==> src/rtl/qar_fetch.sv <==
// QAR-Core instruction fetch: sequential fetch under a credit rule, in-order prefetch FIFO, redirect flush.
// Optional macro QAR_FETCH_PERF_EN adds the fetch_stall_cnt decode-starvation counter.
module qar_fetch #(
    parameter logic [31:0] RESET_PC        = 32'h0000_0000,
    parameter int unsigned FIFO_DEPTH      = 4,
    parameter int unsigned MAX_OUTSTANDING = 2
) (
    input  logic        clk,
    input  logic        rst,
    output logic        imem_req_valid,
    input  logic        imem_req_ready,
    output logic [31:0] imem_req_addr,
    input  logic        imem_rsp_valid,
    input  logic [31:0] imem_rsp_data,
    input  logic        redirect_valid,
    input  logic [31:0] redirect_pc,
    output logic        instr_valid,
    input  logic        instr_ready,
    output logic [31:0] instr_data,
    output logic [31:0] instr_pc
`ifdef QAR_FETCH_PERF_EN
    ,
    output logic [31:0] fetch_stall_cnt
`endif
);

    localparam int unsigned PW  = (FIFO_DEPTH > 1) ? $clog2(FIFO_DEPTH) : 1;
    localparam int unsigned CW  = $clog2(FIFO_DEPTH + 1);
    localparam logic [31:0] NOP = 32'h0000_0013;

    logic [31:0]   fetch_addr, fetch_addr_n;
    logic [31:0]   rsp_pc, rsp_pc_n;
    logic [CW-1:0] outstanding, outstanding_n;
    logic [CW-1:0] drop_cnt, drop_cnt_n;
    logic [CW-1:0] fifo_count, count_n;
    logic [PW-1:0] rd_ptr, rd_n, wr_ptr, wr_n;
    logic [31:0]   fifo_data [FIFO_DEPTH];
    logic [31:0]   fifo_pc   [FIFO_DEPTH];

    logic credit, accept, drop, push, pop;

    // Credit reserves a FIFO slot for every outstanding request, so responses never stall.
    assign credit = (outstanding < CW'(MAX_OUTSTANDING)) &&
                    (({1'b0, outstanding} + {1'b0, fifo_count}) < (CW+1)'(FIFO_DEPTH));

    assign imem_req_valid = ~rst & ~redirect_valid & credit;
    assign imem_req_addr  = fetch_addr;
    assign accept         = imem_req_valid & imem_req_ready;
    assign drop           = (drop_cnt != '0);
    assign push           = imem_rsp_valid & ~redirect_valid & ~drop;
    assign instr_valid    = (fifo_count != '0);
    assign pop            = instr_valid & instr_ready & ~redirect_valid;
    assign instr_data     = instr_valid ? fifo_data[rd_ptr] : NOP;
    assign instr_pc       = instr_valid ? fifo_pc[rd_ptr] : 32'h0;

    // Next-state; a redirect overrides every other update this cycle.
    always_comb begin
        fetch_addr_n  = fetch_addr;
        rsp_pc_n      = rsp_pc;
        outstanding_n = outstanding + CW'(accept) - CW'(imem_rsp_valid);
        drop_cnt_n    = drop_cnt;
        count_n       = fifo_count;
        rd_n          = rd_ptr;
        wr_n          = wr_ptr;
        if (redirect_valid) begin
            fetch_addr_n = redirect_pc & ~32'h3;
            rsp_pc_n     = redirect_pc & ~32'h3;
            drop_cnt_n   = outstanding - CW'(imem_rsp_valid);
            count_n      = '0;
            rd_n         = '0;
            wr_n         = '0;
        end else begin
            if (accept) begin
                fetch_addr_n = fetch_addr + 32'd4;
            end
            if (imem_rsp_valid && drop) begin
                drop_cnt_n = drop_cnt - CW'(1);
            end
            // Surviving responses are contiguous from the last restart point.
            if (push) begin
                wr_n     = wr_ptr + PW'(1);
                rsp_pc_n = rsp_pc + 32'd4;
            end
            if (pop) begin
                rd_n = rd_ptr + PW'(1);
            end
            count_n = fifo_count + CW'(push) - CW'(pop);
        end
    end

    always_ff @(posedge clk or posedge rst) begin
        if (rst) begin
            fetch_addr  <= RESET_PC;
            rsp_pc      <= RESET_PC;
            outstanding <= '0;
            drop_cnt    <= '0;
            fifo_count  <= '0;
            rd_ptr      <= '0;
            wr_ptr      <= '0;
        end else begin
            fetch_addr  <= fetch_addr_n;
            rsp_pc      <= rsp_pc_n;
            outstanding <= outstanding_n;
            drop_cnt    <= drop_cnt_n;
            fifo_count  <= count_n;
            rd_ptr      <= rd_n;
            wr_ptr      <= wr_n;
        end
    end

    // FIFO storage needs no reset; the count gates every read.
    always_ff @(posedge clk) begin
        if (push) begin
            fifo_data[wr_ptr] <= imem_rsp_data;
            fifo_pc[wr_ptr]   <= rsp_pc;
        end
    end

`ifdef QAR_FETCH_PERF_EN
    always_ff @(posedge clk or posedge rst) begin
        if (rst) begin
            fetch_stall_cnt <= '0;
        end else if (instr_ready && !instr_valid) begin
            fetch_stall_cnt <= fetch_stall_cnt + 32'd1;
        end
    end
`endif

endmodule

==> config.mk <==
export PLATFORM = sky130hd
export DESIGN_NAME = qar_fetch
export DESIGN_NICKNAME = d
export VERILOG_FILES = /design/src/rtl/qar_fetch.sv
export SDC_FILE = /design/constraint.sdc
export NUM_CORES = 1
export LEC_CHECK = 0
export BUFFER_PORTS_ARGS = -buffer_cell sky130_fd_sc_hd__buf_2
export CAP_MARGIN = 10
export CORE_MARGIN = 2
export CORE_UTILIZATION = 45
export DETAILED_ROUTE_END_ITERATION = 10
export PLACE_DENSITY = 0.72
export SETUP_SLACK_MARGIN = 0.1
export SLEW_MARGIN = 25
export SYNTH_ARGS = -nofsm -noshare
export SYNTH_HDL_FRONTEND = slang
export SYNTH_SLANG_ARGS = --single-unit
==> constraint.sdc <==
create_clock -name clk -period 7.8 [get_ports clk]
set_clock_uncertainty 0.2 [all_clocks]
set_input_delay 1.56 -clock clk [delete_from_list [all_inputs] [get_ports clk]]
set_output_delay 1.56 -clock clk [all_outputs]
set_load 0.1 [all_outputs]
==> results of run 1 <==
-- through the flow --
step	hold slack, ns	cells	util, %	worst slack, ns
after global routing	0.3817	1450	53.73	2.556
final	0.3471	1450	53.73	2.789
after detailed placement	0.3411	1390	49.99	3.238
after global placement	0.3154	1390	49.98	3.263
after CTS	0.3551	1450	53.73	2.686
after floorplan	0.2941	871	-	3.458
-- flip-flops by register name, indices dropped and copies added, names as in the netlist --
signal,cells
fifo_data,128
fifo_count,3
wr_ptr,2
rd_ptr,2
rsp_pc,30
outstanding,3
drop_cnt,3
fifo_pc,120
imem_req_addr,30
-- logic make-up (layout without fill, tap and decap cells) --
family | after synthesis | count (layout) | synth area share (%)
AO/OA/AOI/OAI | 61 | 61 | 2.659
buffers and inverters | 65 | 254 | 2.104
other | 1 | 4 | 0.02730
multiplexers | 85 | 85 | 11.96
adder cells (fa/ha/maj) | 19 | 19 | 1.840
AND/OR/NAND/NOR | 271 | 271 | 11.04
flip-flops | 321 | 321 | 67.50
XOR/XNOR | 45 | 45 | 2.869
-- cells in the mapped netlist (all sizes together) (4+ instances only) --
master	number	area [µm²]
o21ai	32	160.2
o211ai	5	42.54
a21oi	9	45.04
mux2i	10	100.1
edfxtp	248	7447
o311ai	4	35.04
xnor2	14	122.6
nor3	9	55.05
xor2	31	271.5
nand3	38	195.2
and3	11	68.82
nand2	54	202.7
nand2b	5	31.28
ha	17	212.7
nand4	25	168.9
nor2	32	122.6
and2	74	462.9
dfrtp	73	1827
inv	22	85.08
mux4	62	1396
mux2	13	146.4
nor4	7	86.33
a21boi	4	30.03
clkbuf	19	71.32
buf	24	132.6
-- cell usage in the layout, fill, tap and decap left out, drive strengths merged, types with 2 or more instances in the layout --
master,netlist,layout
edfxtp,248,248
buf,24,172
and2,74,74
dfrtp,73,73
mux4,62,62
nand2,54,54
clkbuf,19,44
nand3,38,38
o21ai,32,32
nor2,32,32
xor2,31,31
nand4,25,25
inv,22,23
ha,17,17
xnor2,14,14
mux2,13,13
and3,11,11
mux2i,10,10
clkinv,0,10
a21oi,9,9
nor3,9,9
nor4,7,7
nand2b,5,5
o211ai,5,5
conb,1,4
a21boi,4,4
o311ai,4,4
a31oi,3,3
and4,3,3
or2,3,3
clkinvlp,0,3
nand4b,2,2
nand3b,2,2
nor2b,2,2
fa,2,2
bufinv,0,2
-- area by class of cell --
class / instances / area share (%)
Inverter: 22 / 0.5301
Multi-Input combinational cell: 485 / 26.13
Clock buffer: 44 / 6.057
Clock inverter: 16 / 0.9042
Tap cell: 390 / 3.040
Sequential cell: 321 / 57.81
Timing Repair Buffer: 172 / 5.534
-- worst paths after layout --
path,cells past startpoint,end,slack (ns)
setup / recovery,4,instr_data[4],2.79
hold / removal,1,outstanding[0],0.35
setup reg to reg,11,fifo_count[2],4.06
hold reg to reg,1,outstanding[0],0.35
max in group asynchronous,3,rd_ptr[0],5.36
min in group asynchronous,2,imem_req_addr[31],0.93
-- metal layers --
layer	share of wire (%)	track usage (%)	vias to the layer above
li1	-	-	3616
met1	45	26.51	4008
met2	46	28.94	300
met3	7.0	3.329	40
met4	1.6	4.607	0
met5	0	0	-
-- report_power, final --
| part | switching [µW] | internal [µW] |
|---|---|---|
| clock network | 645 | 950 |
| registers | 164 | 1960 |
| logic | 2020 | 530 |
==> metrics.md, run 1 <==
| Metric | Value |
|---|---|
| Die Y | 178.7 µm |
| Hold Vio Cnt, Final | 0 |
| Max clock buf depth | 3 |
| Fmax | 199.6 MHz |
| # resized after CTS | 0 |
| Crit path cell chain | buf_4 -> mux4_2 -> or2_2 -> buf_2 |
| Multi-input logic area | 4194 µm² |
| Antenna violations before repair | 0 |
| Vias | 7964 |
| Max VDD drop | 0.2237 mV |
| Clock root buffer master | clkbuf_16 |
| Register area | 9279 µm² |
| Slew HR | 36.09% |
| Drt drc | 0 |
| Critical path class | reg -> out |
| Initial Utilization | 45.99% |
| # diodes | 0 |
| First-pass GRT wire length | 44640 µm |
| Static leakage | 0.005968 µW |
| DR iter-0 viols | 616 |
| Worst path top cell family by delay | flip-flops |
| Post-Syn Area | 13740 µm² |
| Post CTS Setup Buffer Count | 0 |
| CP Max Fanout | 44 |
| Total power | 6264 µW |
| Routability cong. | 0.8259 |
| Main synth FF type | edfxtp_1 |
| Largest net degree at the start of global routing | 63 |
| Ratio of cells with drive above 1 in the final layout | 30.57% |
| H-tree lvl count | 2 |
| Synth unique cells | 55 |
| Critical Path Slowest Stage Cell | dfrtp_4 |
| Ports | around 170 |
| ANT nets after route | 0 |
| Final instance area | 16050 µm² |
| Synth Area per Inst | approximately 16 µm² |
| Core ar. | 29870 µm² |
| Core Rows | 63 |
| PwrDens | 390.2 nW/µm² |
| DP Wirelength | 17800 µm |
| Placed Area | 14930 µm² |
| Worst Max-Slew Pin Slew | ~0.96 ns |
| Total CTS buffers | 34 |
| Die extent in x | 178.7 µm |
| CP Buf/Inv Count | 2 |
| FF+latch count, synth | 321 |
| CTS tree | done |
| Grt ovf | 0 |
| R2R Path Start | fifo_count[1] |
| Final Setup Violations | 0 |
| Sequential share of the synthesized area | 67.50% |
| Ys async rst share | 22.74% |
| CTS Sinks | 321 |
| Critical Path Start | rd_ptr[0] |
| Min-Delay Path Class | reg -> reg |
| Die area | 31940 µm² |
| Hold path start | outstanding[0] |
| Port Buf Inserts | 161 |
| WL/cell | 19.66 µm |
| Maxcap violations | 0 |
| Vias per cell | 5.492 |
| Post-layout nets | 1125 |
| Fin. max-slew vios | 0 |
| Cts hold-fix bufs | 0 |
| CP peak stage delay | roughly 1.0 ns |
| Area Growth Syn to Fin | 16.84% |
| Sum of negative setup slack | 0 ns |
| Worst-path clk slew | 0.06 ns |
| Status | completed |
| Syn Inst Count | 868 |
| Worst setup SP type | flop |
| Worst Path Required | 6.04 ns |
| First drt pass iteration count | 5 |
| Vias in the first global route | 8047 |
| Tmin final | 5.011 ns |
| GRT Total Usage | 18.32% |
| Final period util | between 60% and 70% |
| Crit. End Element | output port |
| Ys Warns | 0 |
| Total Wirelength | roughly 29000 µm |
| Worst Path Arrival | 3.25 ns |
| Number of synthesized flops with an enable pin | 248 |
| RSZ-0062 raised after global routing | false |
| Fillers | 2440 |
| Clock Latency Late Sink | 0.50 ns |
Note: power is estimated with default switching activity, not from simulation.
==> run 2, diff against run 1 <==
--- a/config.mk
+++ b/config.mk
@@ -10,7 +10,7 @@
 export CORE_MARGIN = 2
 export CORE_UTILIZATION = 45
 export DETAILED_ROUTE_END_ITERATION = 10
-export PLACE_DENSITY = 0.72
+export PLACE_DENSITY = 0.75
 export SETUP_SLACK_MARGIN = 0.1
 export SLEW_MARGIN = 25
 export SYNTH_ARGS = -nofsm -noshare
==> constraint.sdc (replaced) <==
create_clock -name clk -period 4.32 [get_ports clk]
set_clock_uncertainty 0.2 [all_clocks]
set_input_delay 0.864 -clock clk [delete_from_list [all_inputs] [get_ports clk]]
set_output_delay 0.864 -clock clk [all_outputs]
set_load 0.1 [all_outputs]
==> run 2 against run 1 <==
Net effect: first-iteration DRC count rose by 0.65%; combinational power grew 84%; highest routed layer unchanged; largest cell class unchanged; cell area hardly changed; critical path type unchanged.
==> metrics.md, run 2 (synthesized netlist as in run 1, its figures left out) <==
| Metric | Value |
|---|---|
| Status | completed |
| Core Rows | 63 (unchanged) |
| Tmin final | 3.807 ns |
| Clock root buffer master | clkbuf_16 |
| Die Y | 178.7 µm (unchanged) |
| Final period util | around nine tenths |
| Top reg by flops | fifo_data |
| Worst Path Required | 3.26 ns (-2.78 ns) |
| CP peak stage delay | 0.76 ns (-0.28 ns) |
| WL/cell | 19.26 µm (-2.1%) |
| Worst Reg2Reg Path Length in Cells | 13 (+2) |
| ANT nets after route | 0 (unchanged) |
| Sum of negative setup slack | 0 ns (unchanged) |
| R2R setup slack | 1.45 ns (-2.61 ns) |
| Clock Latency Late Sink | 0.50 ns (about the same) |
| Ratio of cells with drive above 1 in the final layout | 30.30% (-0.27 points) |
| Die area | 31940 µm² (unchanged) |
| Slew HR | 44.40% (+8.3 points) |
| Total Wirelength | 28040 µm (-1.7%) |
| Maxcap violations | 0 (unchanged) |
| Grt ovf | 0 (unchanged) |
| Largest regs | fifo_data x128, fifo_pc x120 |
| H-tree lvl count | 2 (unchanged) |
| DP Wirelength | 18000 µm (+1.1%) |
| Initial Utilization | 45.99% (unchanged) |
| Fin. max-slew vios | 0 (unchanged) |
| Hold Vio Cnt, Final | 0 (unchanged) |
| Worst Max-Slew Pin Slew | 0.8340 ns (-0.1233 ns) |
| Max reg flops | 128 (unchanged) |
| Ports | 168 (unchanged) |
| Post-layout nets | 1132 (+0.62%) |
| Most common cell after layout, fill and taps aside | edfxtp_1 |
| Cts hold-fix bufs | 0 (unchanged) |
| Worst setup SP type | flop |
| Critical path class | reg -> out |
| Vias per cell | 5.470 (-0.41%) |
| Worst r2r dst | fifo_count[2] |
| CTS Sinks | 321 (unchanged) |
| Critical Path Start | rd_ptr[0] |
| Post CTS Setup Buffer Count | 0 (unchanged) |
| Total CTS buffers | 34 (unchanged) |
| Routability cong. | 0.8390 (+1.6%) |
| Max VDD drop | 0.3213 mV (+44%) |
| Fmax | 262.7 MHz |
| Min-Delay Path Class | in -> async |
| First drt pass iteration count | 5 (unchanged) |
| GRT Total Usage | 17.80% (-0.53 points) |
| Vias in the first global route | 7837 (-2.6%) |
| First-pass GRT wire length | 43530 µm (-2.5%) |
| Max clock buf depth | 3 (unchanged) |
| Fillers | 2444 (+0.16%) |
| # resized after CTS | 0 (unchanged) |
| Worst path top cell family by delay | flip-flops |
| Post-layout util | 53.70% (about the same) |
| Crit path cell chain | buf_4 -> mux4_2 -> and2_1 -> buf_2 |
| Worst-path clk slew | 0.06 ns (about the same) |
| CTS tree | done |
| Antenna violations before repair | 0 (unchanged) |
| # diodes | 0 (unchanged) |
| Core ar. | 29870 µm² (unchanged) |
| Drt drc | 0 (unchanged) |
| Static leakage | 0.005970 µW (about the same) |
| Critical Path Slowest Stage Cell | dfrtp_4 |
| PwrDens | 693.7 nW/µm² (+78%) |
| Area Growth Syn to Fin | 16.78% (about the same) |
| Vias | 7964 (unchanged) |
| RSZ-0062 raised after global routing | false |
| CP Buf/Inv Count | 2 (unchanged) |
| CP Max Fanout | 24 (-45%) |
| Final Setup Violations | 0 (unchanged) |
| Port Buf Inserts | 161 (unchanged) |
| Largest net degree at the start of global routing | 64 (+1.6%) |
| R2R Path Start | fifo_count[1] |
| DR iter-0 viols | 620 (+0.65%) |
| Die extent in x | 178.7 µm (unchanged) |
| Most frequent cells in the layout | 248 x edfxtp_1, 161 x buf_2, 71 x dfrtp_1 |
| Crit. End Element | output port |
| Worst Path Arrival | 2.74 ns (-0.51 ns) |
-- run 2: cell count changes in the layout (fill, tap and decap cells not counted) --
cell	previous run	this run
buf_12	0	4
clkinv_4	2	0
clkbuf_8	2	0
inv_2	3	2
bufinv_16	2	1
clkbuf_16	37	35
buf_4	11	14
clkinv_1	3	8
clkbuf_1	5	7
clkinv_2	5	8
clkinvlp_4	3	0
-- run 2: layout make-up --
| type | count | area [µm²] | area share (%) |
|---|---|---|---|
| Clock buffer | 42 | 902.1 | 5.623 |
| Tap cell | 390 | 488.0 | 3.041 |
| Timing Repair Buffer | 179 | 991.0 | 6.176 |
| Inverter | 22 | 85.08 | 0.5303 |
| Multi-Input combinational cell | 485 | 4194 | 26.14 |
| Clock inverter | 17 | 105.1 | 0.6551 |
| Sequential cell | 321 | 9279 | 57.83 |
-- run 2: routing by layer --
metal  track usage [%]  share of wire (%)  vias to the layer above
li1                  -                  -                     3630
met1             25.03                 44                     3967
met4             4.539                1.7                        0
met5                 0                  0                        -
met2             28.73                 47                      325
met3             3.435                7.7                       42
-- run 2: worst max-delay path by stage --
| stage | slack, ns | cells past startpoint | to |
|---|---|---|---|
| final | 0.51 | 4 | instr_data[23] |
| after global routing | 0.33 | 4 | instr_data[9] |
| after CTS | 0.43 | 4 | instr_data[9] |
| after detailed placement | 0.98 | 4 | instr_data[9] |
| after global placement | 1.01 | 4 | instr_data[9] |
| after floorplan | 0.73 | 4 | fifo_data[0][0] |
-- run 2: per-stage QoR --
step	total power (µW)	std cells	area (µm²)	hold slack (ns)	setup WS, ns
final	11130	1456	16040	0.1031	0.5134
after global routing	11590	1456	16040	0.1105	0.3284
after CTS	11260	1456	16040	0.08858	0.4276
after detailed placement	8599	1397	15040	0.3372	0.9760
after global placement	8559	1397	15030	0.3229	1.013
after floorplan	7751	871	13750	0.2941	0.7302
-- run 2: power by group --
part | total, µW | switching, µW | internal (µW)
logic | 4700 | 3690 | 1010
registers | 3780 | 241 | 3540
clock network | 2650 | 1110 | 1540
total | 11100 | 5050 | 6080
==> run 3, diff against run 2 <==
--- a/config.mk
+++ b/config.mk
@@ -7,6 +7,7 @@
 export LEC_CHECK = 0
 export BUFFER_PORTS_ARGS = -buffer_cell sky130_fd_sc_hd__buf_2
 export CAP_MARGIN = 10
+export CORE_ASPECT_RATIO = 1.4
 export CORE_MARGIN = 2
 export CORE_UTILIZATION = 45
 export DETAILED_ROUTE_END_ITERATION = 10
==> run 3 against run 2 <==
Net effect: sequential cell count stayed put; critical path type unchanged; first-iteration DRC count is 14% lower; highest routed layer unchanged; critical path depth stayed put; power is 1.2% higher.
==> metrics.md, run 3 (synthesized netlist as in run 1, its figures left out) <==
| Metric | Value |
|---|---|
| Fillers | 2458 (+0.57%) |
| Die extent in x | 151.7 µm (-15%) |
| Worst Reg2Reg Path Length in Cells | 10 (-3) |
| # resized after CTS | 0 (unchanged) |
| Sum of negative setup slack | 0 ns (unchanged) |
| Antenna violations before repair | 0 (unchanged) |
| Clock root buffer master | clkbuf_16 |
| Critical path class | reg -> out |
| Critical Path Slowest Stage Cell | dfrtp_4 |
| Maxcap violations | 0 (unchanged) |
| Ports | 168 (unchanged) |
| Ratio of cells with drive above 1 in the final layout | 30.54% (+0.24 points) |
| # diodes | 0 (unchanged) |
| Worst Path Arrival | 2.66 ns (-0.08 ns) |
| Fin. max-slew vios | 0 (unchanged) |
| H-tree lvl count | 1 (-1) |
| Worst Path Required | 3.26 ns (about the same) |
| Min-Delay Path Class | in -> async |
| Max reg flops | 128 (unchanged) |
| Critical Path Start | rd_ptr[0] |
| Max clock buf depth | 3 (unchanged) |
| Largest regs | fifo_data x128, fifo_pc x120 |
| Most frequent cells in the layout | 248 x edfxtp_1, 161 x buf_2, 71 x dfrtp_1 |
| First drt pass iteration count | 5 (unchanged) |
| Port Buf Inserts | 161 (unchanged) |
| DR iter-0 viols | 531 (-14%) |
| Post-layout nets | 1126 (-0.53%) |
| Final period util | 86.13% (-2.0 points) |
| Vias in the first global route | 8166 (+4.2%) |
| Max VDD drop | 0.3602 mV (+12%) |
| CTS tree | done |
| Initial Utilization | 45.75% (-0.24 points) |
| WL/cell | 19.43 µm (+0.89%) |
| Static leakage | 0.005987 µW (+0.30%) |
| Slew HR | 47.09% (+2.7 points) |
| Tmin final | 3.721 ns (-0.08587 ns) |
| Die area | 31960 µm² (about the same) |
| PwrDens | 699.8 nW/µm² (+0.88%) |
| Top reg by flops | fifo_data |
| Total CTS buffers | 30 (-12%) |
| Routability cong. | 0.8756 (+4.4%) |
| Largest net degree at the start of global routing | 63 (-1.6%) |
| Fmax | 268.8 MHz (+2.3%) |
| Cts hold-fix bufs | 0 (unchanged) |
| Area Growth Syn to Fin | 17.20% |
| Vias | 7909 (-0.69%) |
| Drt drc | 0 (unchanged) |
| Crit path to | instr_pc[24] |
| Status | completed |
| Core ar. | 30030 µm² (+0.52%) |
| Total power | 11270 µW (+1.2%) |
| First-pass GRT wire length | 44080 µm (+1.3%) |
| Crit. End Element | output port |
| Worst setup SP type | flop |
| ANT nets after route | 0 (unchanged) |
| Post CTS Setup Buffer Count | 0 (unchanged) |
| Die Y | 210.7 µm (+18%) |
| CP Max Fanout | 33 (+38%) |
| DP Wirelength | 17620 µm (-2.1%) |
| Clock Latency Late Sink | 0.56 ns (+0.06 ns) |
| Most common cell after layout, fill and taps aside | edfxtp_1 |
| Worst r2r dst | outstanding[2] |
| R2R Path Start | outstanding[2] |
| Crit path cell chain | buf_12 -> mux4_2 -> and2_1 -> buf_2 |
| Grt ovf | 0 (unchanged) |
| Total Wirelength | 28090 µm (+0.20%) |
| Worst-path clk slew | 0.06 ns (about the same) |
| CP peak stage delay | 0.68 ns (-0.08 ns) |
| Hold Vio Cnt, Final | 0 (unchanged) |
| GRT Total Usage | 17.87% (+0.077 points) |
| Final Setup Violations | 0 (unchanged) |
| Vias per cell | 5.470 (about the same) |
| Worst Max-Slew Pin Slew | 0.7908 ns (-0.04321 ns) |
| CTS Sinks | 321 (unchanged) |
| Core Rows | 75 (+19%) |
| R2R setup slack | 1.48 ns (+0.03 ns) |
| RSZ-0062 raised after global routing | false |
-- run 3: changes by cell type in the layout (fill, tap and decap cells not counted), sizes merged --
| cell | previous run | this run |
|---|---|---|
| buf | 179 | 177 |
| clkinv | 16 | 9 |
| inv | 22 | 24 |
| bufinv | 1 | 5 |
| clkbuf | 42 | 38 |
| clkinvlp | 0 | 2 |
-- run 3: layout make-up --
cell class / instances / area [µm²] / share of cell area [%]
Sequential cell: 321 / 9279 / 57.63
Multi-Input combinational cell: 485 / 4192 / 26.03
Timing Repair Buffer: 177 / 1001 / 6.216
Clock buffer: 38 / 833.3 / 5.175
Tap cell: 385 / 481.7 / 2.992
Clock inverter: 18 / 230.2 / 1.430
Inverter: 22 / 85.08 / 0.5284
-- run 3: metrics by stage --
stage / cell area, µm² / hold slack (ns) / setup WS (ns) / utilization (%) / cells
2_1_floorplan: 13750 / 0.2941 / 0.7302 / - / 871
3_3_place_gp: 15040 / 0.3250 / 1.123 / 50.08 / 1390
3_5_place_dp: 15040 / 0.3323 / 1.123 / 50.08 / 1390
4_1_cts: 16100 / 0.1799 / 0.5015 / 53.62 / 1446
5_1_grt: 16100 / 0.2219 / 0.4392 / 53.62 / 1446
6_report: 16100 / 0.1817 / 0.5992 / 53.62 / 1446
-- run 3: worst min path at each step --
stage,startpoint,to,cells after the start
finish,rst,outstanding[0],2
global route,rst,fifo_count[1],2
global placement,outstanding[0],outstanding[0],1
floorplan,rsp_pc[31],fifo_pc[0][31],0
detailed placement,outstanding[0],outstanding[0],1
CTS,rst,fifo_count[1],2
-- run 3: worst max-delay path: cells and delay by family (launching register included) --
family	cells	cell delay [ns]
flops	1	0.68
mux	1	0.58
simple gates	1	0.18
buf+inv	2	0.61
-- run 3: where the power goes --
part | switching (µW) | internal, µW
sequential | 222 | 3540
clock | 1120 | 1670
combinational | 3710 | 1010
total | 5050 | 6210
-- run 3: routing by layer --
| metal | vias up | global-route usage, % | share of wire (%) |
|---|---|---|---|
| met5 | - | 0 | 0 |
| met4 | 0 | 6.066 | 2.6 |
| met3 | 50 | 2.484 | 5.9 |
| met2 | 272 | 31.03 | 51 |
| met1 | 3963 | 23.00 | 41 |
| li1 | 3624 | - | - |
